`src/rtl/alu_pkg.sv`:
```
// Shared definitions for the ALU issue controller: opcode constants,
// FSM state type and the long-op classifier.
package alu_pkg;

  localparam logic [6:0] FUNCT7_MULDIV = 7'b0000001;
  localparam logic [6:0] OP_OP         = 7'b0110011;
  localparam logic [6:0] OP_OPW        = 7'b0111011;

  // {funct3, opcode} for the ops routed to the iterative divide unit
  typedef enum logic [9:0] {
    OPC_ADD   = 10'h033,
    OPC_DIV   = 10'h233,
    OPC_DIVU  = 10'h2B3,
    OPC_REM   = 10'h333,
    OPC_REMU  = 10'h3B3,
    OPC_DIVW  = 10'h23B,
    OPC_DIVUW = 10'h2BB,
    OPC_REMW  = 10'h33B,
    OPC_REMUW = 10'h3BB
  } opc_e;

  typedef enum logic [0:0] {
    IDLE      = 1'b0,
    LONG_WAIT = 1'b1
  } state_e;

  // DIV/DIVU/REM/REMU and their W forms; all MUL variants stay simple
  function automatic logic is_long(input logic [9:0] opcode, input logic [6:0] funct7);
    logic funct3_ok;
    logic major_ok;
    case (opcode[9:7])
      3'b100, 3'b101, 3'b110, 3'b111: funct3_ok = 1'b1;
      default:                        funct3_ok = 1'b0;
    endcase
    major_ok = (opcode[6:0] == OP_OP) || (opcode[6:0] == OP_OPW);
    return (funct7 == FUNCT7_MULDIV) && major_ok && funct3_ok;
  endfunction

endpackage

```
`src/rtl/alu_issue_wdog.sv`:
```
// Watchdog for the divide unit: counts wait cycles after long_start and
// flags expiry so the controller can abort a hung divide.
module alu_issue_wdog #(
  parameter int LONG_TIMEOUT = 80,
  parameter int CNT_W        = 7
) (
  input  logic clk,
  input  logic reset,
  input  logic clr,
  input  logic en,
  output logic expire
);

  // The controller registers its response, so fire one count early to land
  // the abort exactly LONG_TIMEOUT cycles after long_start.
  localparam logic [CNT_W-1:0] FIRE_AT = CNT_W'(LONG_TIMEOUT - 2);
  localparam logic [CNT_W-1:0] ONE     = {{(CNT_W-1){1'b0}}, 1'b1};

  logic [CNT_W-1:0] cnt_q;
  logic [CNT_W-1:0] cnt_d;

  // Next count: clear has priority over increment
  always_comb begin
    cnt_d = cnt_q;
    if (clr) begin
      cnt_d = '0;
    end else if (en) begin
      cnt_d = cnt_q + ONE;
    end else begin
      cnt_d = cnt_q;
    end
  end

  // Counter register
  always_ff @(posedge clk) begin
    if (reset) begin
      cnt_q <= '0;
    end else begin
      cnt_q <= cnt_d;
    end
  end

  assign expire = en && (cnt_q == FIRE_AT);

endmodule

```
`src/rtl/alu_issue_ctrl.sv`:
```
// Issue/sequencing controller between decode and the RV64 ALU: simple ops go
// through the registered ALU, divides go to an external iterative unit.
import alu_pkg::*;

module alu_issue_ctrl #(
  parameter int LONG_TIMEOUT = 80,
  parameter int CNT_W        = 7
) (
  input  logic       clk,
  input  logic       reset,
  input  logic       flush,
  input  logic       in_valid,
  output logic       in_ready,
  input  logic [9:0] in_opcode,
  input  logic [6:0] in_funct7,
  input  logic [4:0] in_rd,
  output logic       alu_go,
  output logic [9:0] alu_opcode,
  output logic [6:0] alu_funct7,
  output logic [4:0] alu_rd,
  output logic       long_start,
  output logic       long_abort,
  input  logic       long_done,
  output logic       wb_valid,
  output logic [4:0] wb_rd,
  output logic       wb_sel,
  output logic       busy,
  output logic       err
);

  state_e     state_q, state_d;
  logic       s1_valid_q, s1_valid_d;
  logic       s1_long_q, s1_long_d;
  logic [9:0] s1_opcode_q, s1_opcode_d;
  logic [6:0] s1_funct7_q, s1_funct7_d;
  logic [4:0] s1_rd_q, s1_rd_d;
  logic       s2_valid_q, s2_valid_d;
  logic [4:0] s2_rd_q, s2_rd_d;
  logic       s2_sel_q, s2_sel_d;
  logic [4:0] long_rd_q, long_rd_d;
  logic       long_abort_q, long_abort_d;
  logic       err_q, err_d;

  logic accept_s;
  logic issue_long_s;
  logic issue_simple_s;
  logic wait_s;
  logic done_s;
  logic expire_s;
  logic timeout_s;

  assign in_ready       = !reset && !flush && (state_q == IDLE) && !(s1_valid_q && s1_long_q);
  assign accept_s       = in_valid && in_ready;
  assign issue_long_s   = s1_valid_q && s1_long_q;
  assign issue_simple_s = s1_valid_q && !s1_long_q;
  assign wait_s         = (state_q == LONG_WAIT);
  assign done_s         = wait_s && long_done;
  assign timeout_s      = expire_s && !done_s;

  alu_issue_wdog #(
    .LONG_TIMEOUT(LONG_TIMEOUT),
    .CNT_W       (CNT_W)
  ) u_wdog (
    .clk   (clk),
    .reset (reset),
    .clr   (issue_long_s),
    .en    (wait_s),
    .expire(expire_s)
  );

  // Next-state for the issue stage, writeback stage and sequencing FSM
  always_comb begin
    s1_valid_d   = 1'b0;
    s1_long_d    = s1_long_q;
    s1_opcode_d  = s1_opcode_q;
    s1_funct7_d  = s1_funct7_q;
    s1_rd_d      = s1_rd_q;
    s2_valid_d   = 1'b0;
    s2_rd_d      = s2_rd_q;
    s2_sel_d     = s2_sel_q;
    long_rd_d    = long_rd_q;
    state_d      = state_q;
    long_abort_d = 1'b0;
    err_d        = err_q;

    if (accept_s) begin
      s1_valid_d  = 1'b1;
      s1_long_d   = is_long(in_opcode, in_funct7);
      s1_opcode_d = in_opcode;
      s1_funct7_d = in_funct7;
      s1_rd_d     = in_rd;
    end else begin
      s1_valid_d  = 1'b0;
    end

    // A simple op can never be in S1 while a divide is waiting, so the
    // two writeback sources are mutually exclusive.
    if (issue_simple_s) begin
      s2_valid_d = 1'b1;
      s2_rd_d    = s1_rd_q;
      s2_sel_d   = 1'b0;
    end else if (done_s) begin
      s2_valid_d = 1'b1;
      s2_rd_d    = long_rd_q;
      s2_sel_d   = 1'b1;
    end else begin
      s2_valid_d = 1'b0;
    end

    if (issue_long_s) begin
      long_rd_d = s1_rd_q;
    end else begin
      long_rd_d = long_rd_q;
    end

    case (state_q)
      IDLE: begin
        if (issue_long_s) begin
          state_d = LONG_WAIT;
        end else begin
          state_d = IDLE;
        end
      end
      LONG_WAIT: begin
        if (long_done || expire_s) begin
          state_d = IDLE;
        end else begin
          state_d = LONG_WAIT;
        end
      end
      default: state_d = IDLE;
    endcase

    if (flush) begin
      s1_valid_d   = 1'b0;
      s2_valid_d   = 1'b0;
      state_d      = IDLE;
      long_abort_d = wait_s || issue_long_s;
    end else begin
      long_abort_d = timeout_s;
      err_d        = err_q || timeout_s;
    end
  end

  // State registers
  always_ff @(posedge clk) begin
    if (reset) begin
      state_q      <= IDLE;
      s1_valid_q   <= 1'b0;
      s1_long_q    <= 1'b0;
      s1_opcode_q  <= 10'd0;
      s1_funct7_q  <= 7'd0;
      s1_rd_q      <= 5'd0;
      s2_valid_q   <= 1'b0;
      s2_rd_q      <= 5'd0;
      s2_sel_q     <= 1'b0;
      long_rd_q    <= 5'd0;
      long_abort_q <= 1'b0;
      err_q        <= 1'b0;
    end else begin
      state_q      <= state_d;
      s1_valid_q   <= s1_valid_d;
      s1_long_q    <= s1_long_d;
      s1_opcode_q  <= s1_opcode_d;
      s1_funct7_q  <= s1_funct7_d;
      s1_rd_q      <= s1_rd_d;
      s2_valid_q   <= s2_valid_d;
      s2_rd_q      <= s2_rd_d;
      s2_sel_q     <= s2_sel_d;
      long_rd_q    <= long_rd_d;
      long_abort_q <= long_abort_d;
      err_q        <= err_d;
    end
  end

  assign alu_go     = issue_simple_s;
  assign alu_opcode = s1_opcode_q;
  assign alu_funct7 = s1_funct7_q;
  assign alu_rd     = s1_rd_q;
  assign long_start = issue_long_s;
  assign long_abort = long_abort_q;
  assign wb_valid   = s2_valid_q && (s2_rd_q != 5'd0);
  assign wb_rd      = s2_rd_q;
  assign wb_sel     = s2_sel_q;
  assign busy       = s1_valid_q || s2_valid_q || wait_s;
  assign err        = err_q;

endmodule

```
`config.mk`:
```
export PLATFORM = sky130hd
export DESIGN_NAME = alu_issue_ctrl
export DESIGN_NICKNAME = d
export VERILOG_FILES = /design/src/rtl/alu_pkg.sv /design/src/rtl/alu_issue_wdog.sv /design/src/rtl/alu_issue_ctrl.sv
export SDC_FILE = /design/constraint.sdc
export NUM_CORES = 1
export LEC_CHECK = 0
export ABC_AREA = 1
export CORE_UTILIZATION = 49
export DETAILED_ROUTE_END_ITERATION = 6
export GPL_ROUTABILITY_DRIVEN = 0
export GPL_TIMING_DRIVEN = 0
export PLACE_DENSITY_LB_ADDON = 0.08
export SYNTH_ARGS = -nofsm -noshare
export SYNTH_HDL_FRONTEND = slang
export SYNTH_SLANG_ARGS = --single-unit
export TNS_END_PERCENT = 50
```
`constraint.sdc`:
```
create_clock -name clk -period 3.73 [get_ports clk]
set_clock_uncertainty 0.05 [all_clocks]
set_input_delay 0.373 -clock clk [delete_from_list [all_inputs] [get_ports clk]]
set_output_delay 0.373 -clock clk [all_outputs]
set_load 0.05 [all_outputs]
```
# Word level (Yosys, flattened, before mapping)
# Index checks and enable logic that the tools add are counted.
# classes
eq_ne	8
n_reduce_logical	29
n_addsub	1
n_lt_le_gt_ge	0
div	0
n_mul	0
shift	0
n_mux	11
bitwise	1
# ops
cell	count
7-bit by 6-bit equality test with 1-bit output, second input constant	2
3-bit equality test, second input constant	4
1-bit logical AND	12
5-bit 2-to-1 mux	2
1-bit 2-to-1 mux	8
7-bit by 1-bit adder with 7-bit output, second input constant	1
7-bit by 1-bit equality test with 1-bit output, second input constant	1
7-bit equality test, second input constant	1
1-bit logical OR	6
2-bit OR reduction	3
1-bit logical NOT	5
5-bit nonzero test	1
4-bit OR reduction	1
1-bit case mux with 2 select lines	1
2-bit nonzero test	1
1-bit NOT	1
# totals
latchBits	0
in_bits	27
reg_bits	46
rom_bits	0
word_cells	63
mem_count	0
mem_bits_rw	0
output_inout_bits	35

# Logic depth before layout (Yosys ltp)
# Gate-level depths: netlist of the first run.
# depth
depth_word	7
depth_mapped	9
depth_no_buf	9

# Hierarchy
# A second synthesis of the first run with hierarchy kept.
# unflattened
hier_cells	251
area_unflattened_um2	1891.8
# by_module_without_submodules
mod	cells_each	area_each_um2	seq_area_each_um2	n_inst
alu_issue_ctrl	203	1539.0	780.7	1
alu_issue_wdog	48	352.8	140.1	1

# Worst setup path before layout of the first run
# OpenSTA, ideal clock, no wires.
# synth_path
path_kind	input -> output
startpoint	in reset
endpoint	out in_ready
setup_slack_ps	2001
n_path_buf	1
arrival_time_ps	1306
cell_stages	4
required_ps	3307
path_cell_list	buf_6 nor2_8 inv_1 nor2_1
# synth_between
elab_chain_len	4
# synth_lines
item	line_no	rtl
start, declared	alu_issue_ctrl.sv:10	input logic reset,
1-bit logical NOT	alu_issue_ctrl.sv:52	assign in_ready = !reset && !flush && (state_q == IDLE) && !(s1_valid_q && s1_long_q);
1-bit logical AND (3 in a row)	alu_issue_ctrl.sv:52	
end, declared	alu_issue_ctrl.sv:13	output logic in_ready,
# Every way passes these cells.

# Worst setup path after layout of the first run
# layout_path
startpoint	in flush
endpoint	out in_ready
# layout_between
elab_chain_len	4
# layout_lines
item	line_no	rtl
start, declared	alu_issue_ctrl.sv:11	input logic flush,
1-bit logical NOT	alu_issue_ctrl.sv:52	
1-bit logical AND (3 in a row)	alu_issue_ctrl.sv:52	
# Every way passes these cells.

==> results of run 1 <==
routing by layer:
metal  up-vias  global-route usage (%)  routed length [um]
met5         -                       0                   0
met4         0                    8.33                  20
met3         2                    7.39                 318
met2        61                    36.2                1980
met1       776                    24.9                1780
li1        928                       -                   -
kinds of logic (layout without fill, tap and decap cells):
| group | Yosys count | count (layout) | synth area share [%] |
|---|---|---|---|
| AND/OR/NAND/NOR | 111 | 111 | 25.3 |
| AO/OA/AOI/OAI | 54 | 54 | 16.2 |
| flip-flops | 46 | 46 | 47.6 |
| buffers and inverters | 38 | 104 | 9.18 |
| adder cells (fa/ha/maj) | 2 | 2 | 1.29 |
| XOR/XNOR | 1 | 1 | 0.453 |
final timing paths:
| path | endpoint | slack [ps] | cells after the start |
|---|---|---|---|
| hold / removal | alu_funct7[5] | 250 | 2 |
| setup reg to reg | alu_opcode[7] | 2350 | 6 |
| hold reg to reg | err | 410 | 2 |
| setup / recovery | in_ready | 1250 | 5 |
stage by stage:
step | hold slack, ps | util [%] | power [mW]
3_3_place_gp | 392 | 69.8 | 0.662
4_1_cts | 249 | 72.1 | 0.959
2_1_floorplan | 394 | - | 0.601
5_1_grt | 253 | 72.1 | 0.986
6_report | 254 | 72.1 | 0.948
3_5_place_dp | 398 | 69.8 | 0.663
synth_stat cells:
library cell,count
buf_12,1
buf_2,1
dfxtp_1,46
nor2_8,1
nor2_1,30
nand3_1,2
a31oi_1,1
inv_4,1
nand4_1,2
o21ai_0,13
or2_2,2
buf_4,2
xor2_1,1
inv_1,27
inv_2,2
a21oi_2,9
a21oi_1,28
nand2_2,9
clkbuf_1,3
o211ai_1,3
nand3b_1,1
nand2_1,63
ha_1,2
nand4_4,1
buf_6,1
power groups by stage:
stage / registers, mW / logic (mW) / clock network, mW
after floorplan: 0.552 / 0.0487 / 0
after global placement: 0.518 / 0.143 / 0
after detailed placement: 0.519 / 0.144 / 0
after CTS: 0.507 / 0.144 / 0.307
after global routing: 0.508 / 0.153 / 0.324
final: 0.507 / 0.143 / 0.297
registers in the layout, indices dropped and copies added (netlist names):
signal,flops
alu_opcode,10
s1_valid_q,1
s1_long_q,1
alu_funct7,7
wb_sel,1
wb_rd,5
err,1
state_q,1
alu_rd,5
u_wdog.cnt_q,7
long_abort,1
long_rd_q,5
s2_valid_q,1
final cells by class:
class                   count  share of cell area (%)
plain buffers               8                    2.34
flip-flops and latches     46                    34.4
well taps                  48                    2.24
clock buffers               6                    3.08
inverters                  30                    4.30
multi-input cells         168                    31.2
repair buffers             60                    22.4
==> run_summary.xml, run 1 <==
<?xml version="1.0" encoding="UTF-8"?>
<metrics>
  <group name="outcome">
    <metric name="run_status" unit="">finished, final reports clean</metric>
  </group>
  <group name="final_layout">
    <metric name="mostFrequentLayoutCells" unit="">nand2_1, clkdlybuf4s50_1, dfxtp_1</metric>
    <metric name="n_fill_cell" unit="">327</metric>
    <metric name="multi_input_area" unit="um^2">836</metric>
    <metric name="stdcell_area" unit="um^2">2680</metric>
    <metric name="antenna_cells" unit="">0</metric>
    <metric name="syn2layout_area_growth" unit="%">38.4</metric>
    <metric name="final_common_cell" unit="">nand2_1</metric>
    <metric name="final_cell_count_no_fill" unit="">366</metric>
    <metric name="regArea" unit="um^2">921</metric>
    <metric name="drive_above_1_share" unit="%">11.3</metric>
    <metric name="fin_nets" unit="">348</metric>
  </group>
  <group name="sta">
    <metric name="layout_worst_path_cycle_share" unit="%">66.5</metric>
    <metric name="worst_pin_slew" unit="ps">629</metric>
    <metric name="final_critical_path_setup_slack" unit="ps">1250</metric>
    <metric name="max_freq" unit="MHz">403</metric>
    <metric name="final.setup.tns" unit="ps">0</metric>
    <metric name="grt_setup_unrepaired" unit="">false</metric>
    <metric name="hold_viol" unit="">0</metric>
    <metric name="slew_viol_final" unit="">0</metric>
    <metric name="layout_min_cycle_time" unit="ps">2480</metric>
    <metric name="report.final.setup_viol" unit="">0</metric>
    <metric name="timing.max_slew.rel_slack" unit="%">58.1</metric>
  </group>
  <group name="yosys">
    <metric name="synth.yosys.seq_area_share" unit="%">47.6</metric>
    <metric name="postSynthNetCount" unit="">281</metric>
    <metric name="post_synthesis_cell_type_count" unit="">25</metric>
    <metric name="ys_seq_elements" unit="">46</metric>
    <metric name="synth_top_cell_area_share" unit="%">47.6</metric>
    <metric name="post_synth_main_area_contributors" unit="">dfxtp_1, nand2_1, a21oi_1</metric>
    <metric name="post_synthesis_mean_instance_area" unit="um^2">7.68</metric>
    <metric name="yosysWarnings" unit="">0</metric>
    <metric name="synth_area_leader_cell" unit="">dfxtp_1</metric>
    <metric name="synth.cell_area" unit="um^2">1930</metric>
    <metric name="postSynthCellCount" unit="">252</metric>
  </group>
  <group name="pwr">
    <metric name="clock_power_share" unit="%">31.4</metric>
    <metric name="ir_worst_vdd" unit="V">0.000269</metric>
    <metric name="power.net_switching" unit="mW">0.244</metric>
    <metric name="pwr-share-comb" unit="%">15.1</metric>
    <metric name="pwr-share-seq" unit="%">53.5</metric>
    <metric name="switching_share" unit="%">25.8</metric>
    <metric name="internal_power" unit="mW">0.703</metric>
    <metric name="power_per_cell_area" unit="nW/um^2">354</metric>
    <metric name="p_leak" unit="nW">1.05</metric>
  </group>
  <group name="drt">
    <metric name="totalWireLength" unit="mm">4.10</metric>
    <metric name="antenna_left" unit="">0</metric>
    <metric name="detailroute.via_count" unit="">1767</metric>
    <metric name="first_iter_violations" unit="">106</metric>
    <metric name="drc" unit="">0</metric>
    <metric name="drt_pre_antenna_iters" unit="">4</metric>
    <metric name="routed_wire_length_per_instance" unit="um">11.2</metric>
    <metric name="post_drt_via_cell_ratio" unit="">4.83</metric>
  </group>
  <group name="clock_network">
    <metric name="post_cts.resized_instances" unit="">0</metric>
    <metric name="clkSlewWorstSetupHoldPaths" unit="ps">80</metric>
    <metric name="cts.root.buffer_cell" unit="">clkbuf_8</metric>
    <metric name="cts_made_buffers" unit="">5</metric>
    <metric name="post_cts.repair.setup_buffers" unit="">0</metric>
    <metric name="cts-hold-fix-buffers" unit="">0</metric>
    <metric name="clock_tree_from_tritoncts" unit="">done</metric>
    <metric name="maximum_clock_path_buffer_count" unit="">2</metric>
    <metric name="clk-insertion-delay-late" unit="ps">300</metric>
    <metric name="htreeDepth" unit="">2</metric>
    <metric name="cts_num_sinks" unit="">46</metric>
  </group>
  <group name="setup_path">
    <metric name="worst_path_max_delay_cell" unit="">clkdlybuf4s50_1</metric>
    <metric name="critical_path_class" unit="">in2out</metric>
    <metric name="timing.critical_path.required" unit="ps">3310</metric>
    <metric name="worstPathMaxFanout" unit="">3</metric>
    <metric name="worst_ep_arrival_time" unit="ps">2060</metric>
    <metric name="crit_path_buf_inv_count" unit="">3</metric>
    <metric name="critPathLaunch" unit="">flush</metric>
    <metric name="cell_occurring_most_often_along_the_worst_timing_path" unit="">clkdlybuf4s50_1</metric>
    <metric name="worstPathCellList" unit="">clkdlybuf4s50_1 &gt; nor2_8 &gt; inv_1 &gt; nor2_1 &gt; clkdlybuf4s50_1</metric>
    <metric name="worstReg2RegStart" unit="">s1_long_q</metric>
    <metric name="worst_path_dominant_cell_family" unit="">buffers and inverters</metric>
    <metric name="slowest_delay" unit="ps">800</metric>
    <metric name="worstSetupEndpointType" unit="">output pin</metric>
    <metric name="critical_path.startpoint_type" unit="">input port</metric>
  </group>
  <group name="run">
    <metric name="cap_violations" unit="">0</metric>
  </group>
  <group name="placed_design">
    <metric name="post_dp_cell_area" unit="um^2">2590</metric>
    <metric name="numPortBuffers" unit="">60</metric>
    <metric name="dp_cells" unit="">360</metric>
    <metric name="place_hpwl" unit="mm">3.13</metric>
    <metric name="dpl_worst_slack" unit="ps">1240</metric>
  </group>
  <group name="global_route">
    <metric name="grt_antenna_before_repair" unit="">0</metric>
    <metric name="first_global_vias" unit="">1634</metric>
    <metric name="grt_first_pass_wirelength" unit="mm">6.92</metric>
    <metric name="grt_overflow" unit="">0</metric>
    <metric name="gr-usage-all-layers" unit="%">21.5</metric>
    <metric name="grt_start_max_net_pins" unit="">13</metric>
  </group>
  <group name="die">
    <metric name="boundaryPins" unit="">62</metric>
    <metric name="overall_die_height" unit="um">64.8</metric>
    <metric name="design.die.area" unit="um^2">4200</metric>
    <metric name="floorplan.initialDensity" unit="%">52.1</metric>
    <metric name="core_ar" unit="um^2">3720</metric>
    <metric name="die-width" unit="um">64.8</metric>
    <metric name="fp-row-count" unit="">22</metric>
  </group>
  <group name="min_path">
    <metric name="min_path_type" unit="">in2reg</metric>
    <metric name="hold_path.startpoint" unit="">reset</metric>
  </group>
</metrics>
No activity file was read; power rests on OpenSTA's default activity.
==> run 2, diff against run 1 <==
--- a/config.mk
+++ b/config.mk
@@ -6,7 +6,7 @@
 export NUM_CORES = 1
 export LEC_CHECK = 0
 export ABC_AREA = 1
-export CORE_UTILIZATION = 49
+export CORE_UTILIZATION = 45
 export DETAILED_ROUTE_END_ITERATION = 6
 export GPL_ROUTABILITY_DRIVEN = 0
 export GPL_TIMING_DRIVEN = 0
==> constraint.sdc (replaced) <==
create_clock -name clk -period 2.3 [get_ports clk]
set_clock_uncertainty 0.05 [all_clocks]
set_input_delay 0.23 -clock clk [delete_from_list [all_inputs] [get_ports clk]]
set_output_delay 0.23 -clock clk [all_outputs]
set_load 0.05 [all_outputs]
==> run 2 against run 1 <==
Against the previous run: setup slack got worse by 1100 ps; clock power increased by 71%; critical path depth decreased by 1; flip-flop and latch count unchanged; via count unchanged; routed wire length increased by 0.68%; critical path type is now reg2out; critical endpoint unchanged; largest cell class unchanged.
==> run_summary.xml, run 2 (same netlist as run 1, synthesis figures left out) <==
<?xml version="1.0" encoding="UTF-8"?>
<metrics>
  <group name="global_route">
    <metric name="grt_first_pass_wirelength" unit="mm">6.48</metric>
    <metric name="grt_overflow" unit="">0</metric>
    <metric name="grt_antenna_before_repair" unit="">0</metric>
    <metric name="first_global_vias" unit="">1493</metric>
    <metric name="gr-usage-all-layers" unit="%">19.4</metric>
    <metric name="grt_start_max_net_pins" unit="">14</metric>
  </group>
  <group name="sta">
    <metric name="layout_min_cycle_time" unit="ps">2200</metric>
    <metric name="final.setup.tns" unit="ps">0</metric>
    <metric name="worst_pin_slew" unit="ps">674</metric>
    <metric name="hold_viol" unit="">0</metric>
    <metric name="max_freq" unit="MHz">454</metric>
    <metric name="grt_setup_unrepaired" unit="">false</metric>
    <metric name="layout_worst_path_cycle_share" unit="%">95.7</metric>
    <metric name="slew_viol_final" unit="">0</metric>
    <metric name="timing.max_slew.rel_slack" unit="%">55.1</metric>
    <metric name="report.final.setup_viol" unit="">0</metric>
  </group>
  <group name="final_layout">
    <metric name="n_fill_cell" unit="">376</metric>
    <metric name="antenna_cells" unit="">0</metric>
    <metric name="final_common_cell" unit="">nand2_1</metric>
    <metric name="syn2layout_area_growth" unit="%">39.0</metric>
    <metric name="stdcell_area" unit="um^2">2690</metric>
    <metric name="final_cell_count_no_fill" unit="">370</metric>
    <metric name="layout.core_utilization" unit="%">66.3</metric>
    <metric name="mostFrequentLayoutCells" unit="">nand2_1, clkdlybuf4s50_1, dfxtp_1</metric>
    <metric name="drive_above_1_share" unit="%">11.6</metric>
    <metric name="largest_reg_flops" unit="">10</metric>
    <metric name="fin_nets" unit="">348</metric>
  </group>
  <group name="setup_path">
    <metric name="slowest_delay" unit="ps">810</metric>
    <metric name="worst_path_max_delay_cell" unit="">clkdlybuf4s50_1</metric>
    <metric name="critical_path_class" unit="">reg2out</metric>
    <metric name="cell_occurring_most_often_along_the_worst_timing_path" unit="">nand2_1</metric>
    <metric name="worstPathCellList" unit="">nand2_1 &gt; nand2_1 &gt; nor2_1 &gt; clkdlybuf4s50_1</metric>
    <metric name="worstSetupEndpointType" unit="">output pin</metric>
    <metric name="worst_ep_arrival_time" unit="ps">1920</metric>
    <metric name="worstReg2RegStart" unit="">s1_long_q</metric>
    <metric name="worstPathMaxFanout" unit="">5</metric>
    <metric name="worst-r2r-setup-slack" unit="ps">910</metric>
    <metric name="worst-r2r-cell-count" unit="">6</metric>
    <metric name="timing.critical_path.required" unit="ps">2020</metric>
    <metric name="critical_path.reg2reg.endpoint" unit="">alu_funct7[0]</metric>
    <metric name="critical_path.startpoint_type" unit="">register</metric>
  </group>
  <group name="pwr">
    <metric name="internal_power" unit="mW">1.15</metric>
    <metric name="p_total" unit="mW">1.56</metric>
    <metric name="ir_worst_vdd" unit="V">0.000405</metric>
    <metric name="switching_share" unit="%">26.3</metric>
    <metric name="pwr-share-comb" unit="%">14.9</metric>
    <metric name="power_per_cell_area" unit="nW/um^2">581</metric>
    <metric name="pwr-share-seq" unit="%">52.6</metric>
    <metric name="p_leak" unit="nW">1.05</metric>
    <metric name="clock_power_share" unit="%">32.5</metric>
    <metric name="power.net_switching" unit="mW">0.410</metric>
  </group>
  <group name="drt">
    <metric name="detailroute.via_count" unit="">1767</metric>
    <metric name="totalWireLength" unit="mm">4.13</metric>
    <metric name="routed_wire_length_per_instance" unit="um">11.2</metric>
    <metric name="first_iter_violations" unit="">107</metric>
    <metric name="drc" unit="">0</metric>
    <metric name="post_drt_via_cell_ratio" unit="">4.78</metric>
    <metric name="antenna_left" unit="">0</metric>
    <metric name="drt_pre_antenna_iters" unit="">4</metric>
  </group>
  <group name="outcome">
    <metric name="run_status" unit="">finished, final reports clean</metric>
  </group>
  <group name="clock_network">
    <metric name="htreeDepth" unit="">2</metric>
    <metric name="clkSlewWorstSetupHoldPaths" unit="ps">80</metric>
    <metric name="cts-hold-fix-buffers" unit="">0</metric>
    <metric name="post_cts.repair.setup_buffers" unit="">0</metric>
    <metric name="post_cts.resized_instances" unit="">0</metric>
    <metric name="clock_tree_from_tritoncts" unit="">done</metric>
    <metric name="cts.root.buffer_cell" unit="">clkbuf_8</metric>
    <metric name="cts_made_buffers" unit="">5</metric>
    <metric name="cts_num_sinks" unit="">46</metric>
    <metric name="clk-insertion-delay-late" unit="ps">300</metric>
    <metric name="maximum_clock_path_buffer_count" unit="">2</metric>
  </group>
  <group name="die">
    <metric name="fp-row-count" unit="">23</metric>
    <metric name="boundaryPins" unit="">62</metric>
    <metric name="overall_die_height" unit="um">67.6</metric>
    <metric name="floorplan.initialDensity" unit="%">47.7</metric>
    <metric name="core_ar" unit="um^2">4060</metric>
    <metric name="design.die.area" unit="um^2">4570</metric>
    <metric name="die-width" unit="um">67.6</metric>
  </group>
  <group name="run">
    <metric name="cap_violations" unit="">0</metric>
  </group>
  <group name="min_path">
    <metric name="min_path_type" unit="">in2reg</metric>
    <metric name="hold_path.startpoint" unit="">reset</metric>
    <metric name="whs_path_depth" unit="">2</metric>
    <metric name="hold_path_end" unit="">alu_funct7[4]</metric>
  </group>
  <group name="placed_design">
    <metric name="numPortBuffers" unit="">60</metric>
    <metric name="post_dp_cell_area" unit="um^2">2600</metric>
    <metric name="dp_cells" unit="">362</metric>
    <metric name="place_hpwl" unit="mm">3.08</metric>
  </group>
</metrics>
==> run 2: changes by cell type in the layout (fill, tap and decap cells not counted) <==
cell and delta:
clkbuf_1 +1, clkinv_2 +1
==> run 2: layout make-up <==
class / instances / area (um^2) / area share, %
buffer: 8 / 62.6 / 2.33
clock buffer: 7 / 86.3 / 3.21
clock inverter: 1 / 5.00 / 0.186
inverter: 30 / 115 / 4.28
multi-input combinational: 168 / 836 / 31.1
sequential: 46 / 921 / 34.2
tap: 50 / 62.6 / 2.33
timing repair buffer: 60 / 601 / 22.3
==> run 2: power groups by stage <==
stage | combinational (mW) | clock [mW] | sequential, mW
finish | 0.232 | 0.507 | 0.822
global route | 0.250 | 0.547 | 0.825
CTS | 0.235 | 0.522 | 0.823
detailed placement | 0.234 | 0 | 0.841
global placement | 0.233 | 0 | 0.841
floorplan | 0.0790 | 0 | 0.895
==> run 2: how the worst max path moves through the flow <==
stage	slack (ps)	from	cells past startpoint	to
global route	5	s1_long_q	4	in_ready
floorplan	800	s1_long_q	3	in_ready
detailed placement	110	flush	5	in_ready
CTS	80	s1_long_q	4	in_ready
global placement	100	flush	5	in_ready
finish	100	s1_long_q	4	in_ready
==> run 2: through the flow <==
stage                     worst slack [ps]  hold WS [ps]
after CTS                             79.8           109
after global routing                  5.13           102
after global placement                 101           392
final                                 98.9           112
after detailed placement               107           395
after floorplan                        799           316
==> run 2: critical path: cells and delay by family, from the launching register on <==
family	cells	cell delay, ps
simple gates	3	470
flops	1	330
buf+inv	1	810
==> run 2: routing by layer <==
metal | share of wire, % | track usage, % | routed length, um | up-vias
met5 | 0 | 0 | 0 | -
met3 | 7.0 | 7.94 | 288 | 6
met2 | 47 | 31.6 | 1930 | 46
met1 | 45 | 23.0 | 1860 | 790
li1 | - | - | - | 925
met4 | 1.3 | 6.38 | 55 | 0
==> run 3, diff against run 2 <==
--- a/config.mk
+++ b/config.mk
@@ -9,7 +9,6 @@
 export CORE_UTILIZATION = 45
 export DETAILED_ROUTE_END_ITERATION = 6
 export GPL_ROUTABILITY_DRIVEN = 0
-export GPL_TIMING_DRIVEN = 0
 export PLACE_DENSITY_LB_ADDON = 0.08
 export SYNTH_ARGS = -nofsm -noshare
 export SYNTH_HDL_FRONTEND = slang
==> run 3 against run 2 <==
Against the previous run: sequential share of layout area increased by 0.096 points; register-to-register slack got worse by 140 ps; power increased by 5.3%; routed wire length decreased by 1.0%; critical path depth decreased by 1; clock power increased by 17%; cell count decreased by 1.1%; critical path type unchanged; utilization decreased by 0.19 points; non-clock buffer count decreased by 4; design area decreased by 0.28%; combinational power about the same.
==> run_summary.xml, run 3 (same netlist as run 1, synthesis figures left out) <==
<?xml version="1.0" encoding="UTF-8"?>
<metrics>
  <group name="outcome">
    <metric name="run_status" unit="">finished, final reports clean</metric>
  </group>
  <group name="setup_path">
    <metric name="worstSetupEndpointType" unit="">output pin</metric>
    <metric name="worst_path_max_delay_cell" unit="">clkdlybuf4s50_1</metric>
    <metric name="worst_ep_arrival_time" unit="ps">1850</metric>
    <metric name="critical_path.startpoint_type" unit="">register</metric>
    <metric name="worst-r2r-setup-slack" unit="ps">770</metric>
    <metric name="slowest_delay" unit="ps">830</metric>
    <metric name="timing.critical_path.required" unit="ps">2020</metric>
    <metric name="critical_path_class" unit="">reg2out</metric>
    <metric name="worstPathCellList" unit="">nand2_1 &gt; inv_2 &gt; clkdlybuf4s50_1</metric>
    <metric name="worstPathMaxFanout" unit="">10</metric>
  </group>
  <group name="die">
    <metric name="floorplan.initialDensity" unit="%">47.7</metric>
    <metric name="fp-row-count" unit="">23</metric>
    <metric name="boundaryPins" unit="">62</metric>
    <metric name="die-width" unit="um">67.6</metric>
    <metric name="design.die.area" unit="um^2">4570</metric>
    <metric name="core_ar" unit="um^2">4060</metric>
    <metric name="overall_die_height" unit="um">67.6</metric>
  </group>
  <group name="drt">
    <metric name="first_iter_violations" unit="">105</metric>
    <metric name="antenna_left" unit="">0</metric>
    <metric name="routed_wire_length_per_instance" unit="um">11.2</metric>
    <metric name="met2WireLength" unit="mm">1.90</metric>
    <metric name="drc" unit="">0</metric>
    <metric name="post_drt_via_cell_ratio" unit="">4.74</metric>
    <metric name="met1_length" unit="mm">1.87</metric>
    <metric name="detailroute.via_count" unit="">1734</metric>
    <metric name="totalWireLength" unit="mm">4.09</metric>
    <metric name="top_layer_used" unit="">met4</metric>
    <metric name="wl_met3" unit="um">243</metric>
    <metric name="drt_pre_antenna_iters" unit="">4</metric>
  </group>
  <group name="sta">
    <metric name="timing.max_slew.rel_slack" unit="%">64.3</metric>
    <metric name="fin_worst_hold_slack" unit="ps">405</metric>
    <metric name="worst_pin_slew" unit="ps">533</metric>
    <metric name="grt_setup_unrepaired" unit="">false</metric>
    <metric name="layout_worst_path_cycle_share" unit="%">92.6</metric>
    <metric name="hold_viol" unit="">0</metric>
    <metric name="max_freq" unit="MHz">470</metric>
    <metric name="layout_min_cycle_time" unit="ps">2130</metric>
    <metric name="report.final.setup_viol" unit="">0</metric>
    <metric name="final.setup.tns" unit="ps">0</metric>
    <metric name="slew_viol_final" unit="">0</metric>
  </group>
  <group name="final_layout">
    <metric name="layout.core_utilization" unit="%">66.1</metric>
    <metric name="final_cell_count_no_fill" unit="">366</metric>
    <metric name="n_fill_cell" unit="">366</metric>
    <metric name="final_common_cell" unit="">nand2_1</metric>
    <metric name="antenna_cells" unit="">0</metric>
    <metric name="fin_nets" unit="">344</metric>
    <metric name="largest_reg_flops" unit="">10</metric>
    <metric name="drive_above_1_share" unit="%">11.4</metric>
    <metric name="syn2layout_area_growth" unit="%">38.6</metric>
    <metric name="mostFrequentLayoutCells" unit="">nand2_1, clkdlybuf4s50_1, dfxtp_1</metric>
  </group>
  <group name="clock_network">
    <metric name="htreeDepth" unit="">2</metric>
    <metric name="cts_num_sinks" unit="">46</metric>
    <metric name="post_cts.resized_instances" unit="">0</metric>
    <metric name="maximum_clock_path_buffer_count" unit="">2</metric>
    <metric name="clk-insertion-delay-late" unit="ps">300</metric>
    <metric name="clkSlewWorstSetupHoldPaths" unit="ps">80</metric>
    <metric name="cts.root.buffer_cell" unit="">clkbuf_8</metric>
    <metric name="post_cts.repair.setup_buffers" unit="">0</metric>
    <metric name="clock_tree_from_tritoncts" unit="">done</metric>
    <metric name="cts-hold-fix-buffers" unit="">0</metric>
    <metric name="cts_made_buffers" unit="">5</metric>
  </group>
  <group name="global_route">
    <metric name="gr-usage-all-layers" unit="%">19.9</metric>
    <metric name="grt_start_max_net_pins" unit="">28</metric>
    <metric name="first_global_vias" unit="">1620</metric>
    <metric name="grt_antenna_before_repair" unit="">0</metric>
    <metric name="grt_first_pass_wirelength" unit="mm">6.71</metric>
    <metric name="grt_overflow" unit="">0</metric>
  </group>
  <group name="placed_design">
    <metric name="numPortBuffers" unit="">61</metric>
    <metric name="dp_cells" unit="">358</metric>
    <metric name="place_hpwl" unit="mm">2.94</metric>
  </group>
  <group name="pwr">
    <metric name="power_per_cell_area" unit="nW/um^2">613</metric>
    <metric name="p_leak" unit="nW">1.05</metric>
    <metric name="ir_worst_vdd" unit="V">0.000429</metric>
    <metric name="p_total" unit="mW">1.64</metric>
  </group>
  <group name="run">
    <metric name="cap_violations" unit="">0</metric>
  </group>
  <group name="min_path">
    <metric name="min_path_type" unit="">reg2reg</metric>
  </group>
</metrics>
[run 3: routing by layer]
layer / track usage, % / up-vias
li1: - / 919
met1: 23.2 / 762
met2: 32.3 / 46
met3: 6.25 / 7
met4: 10.4 / 0
met5: 0 / -
[run 3: critical path: cells and delay by family (launching register included)]
family | cells | cell delay, ps
buffers and inverters | 2 | 1020
flip-flops | 1 | 360
AND/OR/NAND/NOR | 1 | 170
[run 3: power breakdown]
part | total, mW | switching, mW | internal [mW] | leakage, nW
logic | 0.230 | 0.135 | 0.0946 | 0.626
clock network | 0.592 | 0.267 | 0.325 | 0.0524
registers | 0.823 | 0.0101 | 0.813 | 0.373
[run 3: worst paths after layout]
kind / start / endpoint / cells past startpoint
setup / recovery: s1_long_q / long_start / 3
hold / removal: err / err / 2
setup reg to reg: s1_long_q / alu_opcode[5] / 5
hold reg to reg: err / err / 2
[run 3: area by class of cell]
type	count	area [um^2]	area share (%)
clock buffers	7	76.3	2.85
clock inverters	1	30.0	1.12
flip-flops and latches	46	921	34.3
well taps	50	62.6	2.33
repair buffers	64	641	23.9
multi-input cells	168	836	31.2
inverters	30	115	4.29
[run 3: per-stage QoR]
step                      area (um^2)  worst slack, ps
after floorplan                  1930              799
after global placement           2570              452
after detailed placement         2570              400
after CTS                        2680              155
after global routing             2680             87.9
final                            2680              170
